File: src/rtl/traffic_light_fsm.sv
// Purpose : Two-street traffic light sequencer with an optional pedestrian phase; it drives an external interval timer.
// Latency : Outputs are registered from the next state, so lamps/start_timer/interval change on the edge the state changes.
// Backpressure: none; expired is qualified by a guard counter so stale or not-yet-loaded timer levels are ignored.
//
// Ports:
//   clk          - system clock, rising edge
//   Reset_Sync   - asynchronous active-high reset (forces INIT lamps immediately)
//   Sensor       - side-street car sensor (async level, synchronized internally)
//   Walk_Request - pedestrian button (async, synchronized internally; ignored without PEDESTRIAN_WALK_EN)
//   expired      - interval-elapsed level from the downstream timer
//   start_timer  - one-cycle pulse in the first cycle of each timed state
//   interval     - interval select: 00 base, 01 extended, 10 yellow
//   Main_RYG     - main-street lamps {red, yellow, green}
//   Side_RYG     - side-street lamps {red, yellow, green}
//   Walk         - pedestrian walk lamp
//
// Build option: define PEDESTRIAN_WALK_EN to include the WALK phase, walk_pending and the
// Walk_Request synchronizer. Without it MY always proceeds to SG_BASE and Walk is tied low.
module traffic_light_fsm #(
    parameter int GUARD_CYCLES = 2
) (
    input  logic       clk,
    input  logic       Reset_Sync,
    input  logic       Sensor,
    input  logic       Walk_Request,
    input  logic       expired,
    output logic       start_timer,
    output logic [1:0] interval,
    output logic [2:0] Main_RYG,
    output logic [2:0] Side_RYG,
    output logic       Walk
);

    localparam int            GW         = (GUARD_CYCLES < 1) ? 1 : $clog2(GUARD_CYCLES + 1);
    localparam logic [GW-1:0] GUARD_LOAD = GW'(GUARD_CYCLES);

    typedef enum logic [2:0] {
        INIT    = 3'd0,
        MG_BASE = 3'd1,
        MG_EXT  = 3'd2,
        MY      = 3'd3,
        WALK    = 3'd4,
        SG_BASE = 3'd5,
        SG_EXT  = 3'd6,
        SY      = 3'd7
    } state_t;

    state_t        state_q;
    state_t        state_d;
    logic [GW-1:0] guard_q;
    logic [GW-1:0] guard_d;
    logic          sensor_meta;
    logic          sensor_sync;
    logic          advance;
    logic          entering;

    logic [2:0]    main_d;
    logic [2:0]    side_d;
    logic [1:0]    interval_d;

    // Sensor synchronizer
    always_ff @(posedge clk or posedge Reset_Sync) begin
        if (Reset_Sync) begin
            sensor_meta <= 1'b0;
            sensor_sync <= 1'b0;
        end else begin
            sensor_meta <= Sensor;
            sensor_sync <= sensor_meta;
        end
    end

`ifdef PEDESTRIAN_WALK_EN
    logic walk_meta;
    logic walk_sync;
    logic walk_pending;
    logic walk_d;

    // Walk_Request synchronizer and the latched request; a new request in the
    // same cycle as WALK entry keeps the flag set so it is served next round.
    always_ff @(posedge clk or posedge Reset_Sync) begin
        if (Reset_Sync) begin
            walk_meta    <= 1'b0;
            walk_sync    <= 1'b0;
            walk_pending <= 1'b0;
        end else begin
            walk_meta <= Walk_Request;
            walk_sync <= walk_meta;
            if (walk_sync) begin
                walk_pending <= 1'b1;
            end else if (state_d == WALK && state_q != WALK) begin
                walk_pending <= 1'b0;
            end
        end
    end
`else
    logic unused_walk_request;
    assign unused_walk_request = Walk_Request;
    assign Walk                = 1'b0;
`endif

    // A timed state may only end once the guard has drained.
    assign advance  = expired && (guard_q == '0);
    assign entering = (state_d != state_q);

    always_comb begin
        state_d = state_q;
        case (state_q)
            INIT:    state_d = MG_BASE;
            MG_BASE: if (advance) state_d = sensor_sync ? MG_EXT : MY;
            MG_EXT:  if (advance) state_d = MY;
            MY: begin
                if (advance) begin
`ifdef PEDESTRIAN_WALK_EN
                    state_d = walk_pending ? WALK : SG_BASE;
`else
                    state_d = SG_BASE;
`endif
                end
            end
`ifdef PEDESTRIAN_WALK_EN
            WALK:    if (advance) state_d = SG_BASE;
`endif
            SG_BASE: if (advance) state_d = sensor_sync ? SG_EXT : SY;
            SG_EXT:  if (advance) state_d = SY;
            SY:      if (advance) state_d = MG_BASE;
            default: state_d = INIT;
        endcase
    end

    // Guard loads together with the start_timer pulse, then drains to zero.
    always_comb begin
        guard_d = guard_q;
        if (entering) begin
            guard_d = GUARD_LOAD;
        end else if (guard_q != '0) begin
            guard_d = guard_q - GW'(1);
        end
    end

    // Output decode from the next state so the registered outputs track state_q.
    always_comb begin
        main_d     = 3'b100;
        side_d     = 3'b100;
        interval_d = 2'b00;
        case (state_d)
            MG_BASE: begin main_d = 3'b001; interval_d = 2'b00; end
            MG_EXT:  begin main_d = 3'b001; interval_d = 2'b01; end
            MY:      begin main_d = 3'b010; interval_d = 2'b10; end
            WALK:    begin interval_d = 2'b01; end
            SG_BASE: begin side_d = 3'b001; interval_d = 2'b00; end
            SG_EXT:  begin side_d = 3'b001; interval_d = 2'b01; end
            SY:      begin side_d = 3'b010; interval_d = 2'b10; end
            default: begin end
        endcase
    end

`ifdef PEDESTRIAN_WALK_EN
    assign walk_d = (state_d == WALK);
`endif

    always_ff @(posedge clk or posedge Reset_Sync) begin
        if (Reset_Sync) begin
            state_q     <= INIT;
            guard_q     <= '0;
            start_timer <= 1'b0;
            interval    <= 2'b00;
            Main_RYG    <= 3'b100;
            Side_RYG    <= 3'b100;
        end else begin
            state_q     <= state_d;
            guard_q     <= guard_d;
            start_timer <= entering;
            interval    <= interval_d;
            Main_RYG    <= main_d;
            Side_RYG    <= side_d;
        end
    end

`ifdef PEDESTRIAN_WALK_EN
    always_ff @(posedge clk or posedge Reset_Sync) begin
        if (Reset_Sync) begin
            Walk <= 1'b0;
        end else begin
            Walk <= walk_d;
        end
    end
`endif

endmodule

File: config.mk
export PLATFORM = sky130hd
export DESIGN_NAME = traffic_light_fsm
export DESIGN_NICKNAME = d
export VERILOG_FILES = /design/src/rtl/traffic_light_fsm.sv
export SDC_FILE = /design/constraint.sdc
export NUM_CORES = 1
export LEC_CHECK = 0
export CAP_MARGIN = 20
export CELL_PAD_IN_SITES_DETAIL_PLACEMENT = 1
export CELL_PAD_IN_SITES_GLOBAL_PLACEMENT = 1
export CORE_MARGIN = 3
export CORE_UTILIZATION = 37
export CTS_BUF_LIST = sky130_fd_sc_hd__clkbuf_16
export DETAILED_ROUTE_END_ITERATION = 7
export GPL_TIMING_DRIVEN = 1
export PLACE_DENSITY_LB_ADDON = 0.1
export SYNTH_ARGS = -nofsm -noshare
export SYNTH_HDL_FRONTEND = slang
export SYNTH_SLANG_ARGS = --single-unit
File: constraint.sdc
create_clock -name clk -period 1.56 [get_ports clk]
set_input_delay 0.312 -clock clk [delete_from_list [all_inputs] [get_ports clk]]
set_output_delay 0.312 -clock clk [all_outputs]
set_load 0.03 [all_outputs]
==> flow_summary.ini, run 1 <==
[floorplanning]
dieWidth_um = 50.3
io_pins = 15
placement_rows = 15
start_util_pct = 40.6
fp.dieH_um = 50.3
die_area_mm2 = 0.00253
core_area_mm2 = 0.00178

[critical_path]
crit_fanout = 1
setup.worst_path.start_class = register
cp.required_ps = 1250
critPathCaptureType = output port
cp.buffers_inverters = 1
path_class = reg2out
slowest_delay_ps = 660
critPathTopFamily = buffers and inverters
crit_cells = 1
ff2ff_path_depth = 5
path_cells = clkdlybuf4s50_1
cp_slowest_cell = clkdlybuf4s50_1
arrival_ps = 1210

[final_layout]
synthToLayoutAreaGrowth_pct = 34.5
num-fill-cells = 203
num_antenna_cells = 0
drive_gt1_share_pct = 20.2
fin_area_um2 = 975
ff_latch_area_um2 = 405
nets = 91
multiInputGateArea_um2 = 272

[route]
remaining_drc_errors = 0
wl_per_cell_um = 12.9
routed_via_density = 5.04
drtIter0Drc = 1
routed_wl_um = 1400
vias = 549
antenna_left = 0
first_pass_iters = 2

[power]
p_switching_mw = 0.779
finalPower_mw = 2.14
max-vdd-ir-drop_uv = 1160
powerDensity_mw_per_mm2 = 2200
p_leak_nw = 0.473
seqPwrFrac_pct = 34.1
pwr-share-clk_pct = 23.0
combPwrFrac_pct = 42.9
intPower_mw = 1.36
swShare_pct = 36.4

[logic_synthesis]
synth_most_common_cell = dfrtp_1
seq_area_frac_synth_pct = 55.6
synth_edf_count = 0
synthFlopType = dfrtp_1
ys_warn_count = 0
synth_seq_cells = 16
synth_top_area_share_pct = 48.4
syn-num-nets = 73
synth_largest_area_cell = dfrtp_1
ys_types = 30
synthCells = 67
avgSynthCellArea_um2 = 10.8
synthArstFlopShare_pct = 100
synth.cell_area_um2 = 724
yosys-top-cells-count = 14 x dfrtp_1, 6 x nand2_1, 5 x inv_1, 5 x nor2_1, 5 x o21ai_0
synthTopCellsByArea = dfrtp_1 48%, dfstp_2 7.3%, xnor2_1 3.6%

[clocking]
cts_buffer_depth = 2
clock_sinks = 16
cts_max_level = 1
worstSkewPairLatency_ps = 240
clkTransAtPathRegs_ps = 50
cts_tree = built
root_buffer = clkbuf_16
cts_made_buffers = 3

[job]
drv_cap = 0

[sta]
tns_ps = 0
final-setup-viol-count = 0
fin_skew_ps = 1.37
hold_viol = 0
grt_setup_unrepaired = false
min_period_ps = 1530
drv_slew = 0
finalCritPeriodShare_pct = 97.8
max_freq_mhz = 655

[place]
numPortBuffers = 12
postPlaceCellArea_um2 = 887
dp_hpwl_um = 1020
place_congestion = 0.701

[global_route]
track_usage_pct = 14.4
antenna_found_initial = 0
grt_pass1_vias = 536
grt_max_degree = 17
grt_overflow_total = 0
grt_pass1_wl_um = 2640

[worst_hold_path]
whs_path_depth = 0
hold_class = reg2reg

[outcome]
run_status = finished clean
-- final timing paths --
check,startpoint,slack (ps),to
worst max-delay path,Main_RYG[1],30,Main_RYG[1]
worst min-delay path,sensor_meta,350,sensor_sync
worst max register to register,guard_q[0],140,state_q[2]
worst min register to register,sensor_meta,350,sensor_sync
max in group asynchronous,Reset_Sync,930,Main_RYG[2]
min in group asynchronous,Reset_Sync,390,start_timer
-- stage by stage --
| stage | worst slack [ps] | hold slack (ps) | std cells | utilization, % |
|---|---|---|---|---|
| after detailed placement | -61.5 | 337 | 105 | 49.8 |
| final | 34.4 | 345 | 109 | 54.7 |
| after global routing | 1.63 | 355 | 109 | 54.7 |
| after global placement | -34.4 | 334 | 105 | 49.8 |
| after floorplan | 186 | 224 | 67 | - |
| after CTS | 16.4 | 348 | 109 | 54.0 |
-- cell type report --
type,instances,share of cell area (%)
tap,25,3.21
sequential,16,41.6
multi-input combinational,41,27.9
clock inverter,1,0.385
inverter,5,1.93
clock buffer,3,7.70
timing repair buffer,18,17.3
-- cells by family after synthesis --
| family | count (synthesis) | share of synthesized area (%) |
|---|---|---|
| xor gates and xnor gates | 3 | 3.63 |
| muxes | 3 | 5.18 |
| buffers and inverters | 10 | 7.25 |
| DFF | 16 | 55.6 |
| and+or+nand+nor | 18 | 12.3 |
| adders and majority gates | 1 | 1.73 |
| other | 1 | 0.518 |
| AOI/OAI and AO/OA | 15 | 13.8 |
-- worst reg2reg max path, cell delays in order, from the launching register on --
cell and delay, ps:
dfrtp_1 360, inv_1 60, ha_2 220, and3b_1 190, mux2_4 270, a32o_1 210
-- power by group through the flow --
| stage | Clock (mW) | Combinational (mW) | Sequential (mW) |
|---|---|---|---|
| 2_1_floorplan | 0 | 0.527 | 0.854 |
| 3_3_place_gp | 0 | 0.923 | 0.727 |
| 3_5_place_dp | 0 | 0.944 | 0.736 |
| 4_1_cts | 0.507 | 0.928 | 0.731 |
| 5_1_grt | 0.534 | 1.02 | 0.762 |
| 6_report | 0.492 | 0.918 | 0.729 |
-- layer usage --
| layer | routed length (um) | up-vias | global-route usage [%] |
|---|---|---|---|
| li1 | - | 264 | - |
| met1 | 555 | 267 | 17.7 |
| met2 | 734 | 13 | 22.8 |
| met4 | 38 | 0 | 8.29 |
| met5 | 0 | - | 0 |
| met3 | 73 | 5 | 3.56 |
-- placed cells by master (no fill, tap or decap), types with 3 or more instances in the layout --
master / n
xnor2_1: 3
clkbuf_16: 3
inv_1: 5
dlymetal6s2s_1: 3
nand2_1: 6
buf_4: 6
nor2_1: 5
dlygate4sd2_1: 3
o21ai_0: 5
dfrtp_1: 12
clkdlybuf4s50_1: 6
-- sequential cells by signal (all words and copies together), names as in the netlist --
register     cells
sensor_meta      1
start_timer      1
Main_RYG         3
guard_q          2
sensor_sync      1
state_q          3
Side_RYG         3
interval         2
-- what timing repair did --
action,in CTS,in global routing
hold buffers,0,0
buffers inserted,0,0
gates cloned,0,0
gates resized for setup,3,6
endpoints found under the setup margin,3,8
(Power assumes the default switching activity.)
==> run 2, diff against run 1 <==
- CORE_UTILIZATION: 37 -> 33
- clock period: 1.56 -> 1.35 ns (I/O delays scaled with it)
==> run 2 against run 1 <==
Net effect: wire length is 3.2% higher; sequential power is 15% higher; sequential cell count stayed put; core utilization is 3.9 points lower; worst setup slack worse by 11 ps; critical path depth is 4 higher; via count is 1.3% higher; combinational power is 30% higher; critical endpoint is now state_q[2]; largest power group unchanged.
==> flow_summary.ini, run 2 (synthesized netlist as in run 1, its figures left out) <==
[outcome]
run_status = finished clean

[clocking]
clkTransAtPathRegs_ps = 50
cts_max_level = 1
cts_made_buffers = 3
root_buffer = clkbuf_16
worstSkewPairLatency_ps = 250
cts_tree = built
cts_buffer_depth = 2
clock_sinks = 16
ctsHoldBuffers = 0

[critical_path]
path_cells = inv_1, ha_2, and3b_1, mux2_4, a32o_1
setup.worst_path.start_class = register
r2r-start = guard_q[1]
critPathTopFamily = flip-flops
crit_fanout = 4
cp.buffers_inverters = 1
ff2ff_path_depth = 5
arrival_ps = 1460
cp_slowest_cell = dfrtp_1
reg2reg_setup_slack_ps = 20
slowest_delay_ps = 340
path_class = reg2reg
r2r-end = state_q[2]
cp.required_ps = 1480
critPathCaptureType = register

[sta]
drv_slew = 0
finalCritPeriodShare_pct = 98.2
final-setup-viol-count = 0
whs_ps = 332
tns_ps = 0
fin_skew_ps = 1.35
hold_viol = 0
grt_setup_unrepaired = true
max_freq_mhz = 754
setup_ws_ps = 23.8
min_period_ps = 1330

[final_layout]
synthToLayoutAreaGrowth_pct = 41.8
drive_gt1_share_pct = 33.3
fin_util_pct = 50.8
final_common_cell = buf_4
mostFrequentLayoutCells = 15 x buf_4, 12 x dfrtp_1, 7 x dlygate4sd2_1
nets = 98
fin_area_mm2 = 0.00103
reg.largest.list = Main_RYG x3, Side_RYG x3, state_q x3
num_antenna_cells = 0
stdcell_count = 117

[route]
first_pass_iters = 2
routed_wl_um = 1450
antenna_left = 0
drtIter0Drc = 4
routed_via_density = 4.75
vias = 556
remaining_drc_errors = 0
wl_per_cell_um = 12.4

[place]
dp_cells = 111
dp_hpwl_um = 1030
place_ws_ps = -237
place_congestion = 0.724
postPlaceCellArea_um2 = 917
numPortBuffers = 12

[floorplanning]
die_area_mm2 = 0.00279
placement_rows = 16
io_pins = 15
start_util_pct = 35.8
core_area_mm2 = 0.00202
fp.dieH_um = 52.9
dieWidth_um = 52.9

[global_route]
grt_overflow_total = 0
grt_pass1_vias = 565
grt_pass1_wl_um = 2480
track_usage_pct = 12.8
grt_max_degree = 17
antenna_found_initial = 0

[power]
p_leak_nw = 0.486
finalPower_mw = 2.59
max-vdd-ir-drop_uv = 1100
powerDensity_mw_per_mm2 = 2520

[worst_hold_path]
hold_class = in2async

[job]
drv_cap = 0
## run 2: cell types whose count changed in the layout (fill, tap and decap cells not counted), moves of 3 or more
cell             delta
buf_4               +9
dlygate4sd2_1       +4
clkdlybuf4s50_1     -3
dlymetal6s2s_1      -3
## run 2: worst max path at each step
stage	slack (ps)	end	cells after the start	startpoint
6_report	20	state_q[2]	5	guard_q[1]
4_1_cts	20	state_q[2]	5	guard_q[0]
5_1_grt	-50	state_q[2]	5	guard_q[0]
3_5_place_dp	-240	state_q[2]	4	expired
3_3_place_gp	-210	state_q[2]	4	expired
2_1_floorplan	30	state_q[2]	5	guard_q[0]
## run 2: cell type report
class / count / area (um^2)
clock buffers: 3 / 75.1
inverters: 5 / 18.8
repair buffers: 25 / 204
well taps: 27 / 33.8
flip-flops and latches: 16 / 405
fillers: 230 / 995
multi-input cells: 41 / 290
## run 2: power by group
group          switching, mW  total (mW)  internal [mW]
clock                  0.174       0.562          0.388
sequential             0.148       0.838          0.690
combinational          0.624        1.19          0.567
## run 2: timing repair
| item | CTS | global route |
|---|---|---|
| gates cloned | 0 | 0 |
| gates resized for setup | 8 | 5 |
| pin swaps | 0 | 1 |
| setup endpoints to repair | 8 | 8 |
| setup buffers | 1 | 2 |
## run 2: worst min-delay path: cells and delay by family
family | cells | cell delay, ps
buf+inv | 3 | 670
## run 2: routing by layer
metal	wire length [um]	vias up	track usage, %	part of all wire (%)
li1	-	271	-	-
met1	658	266	14.6	46
met2	666	13	20.0	46
met3	72	6	3.38	5.0
met4	48	0	10.2	3.3
met5	0	-	0	0
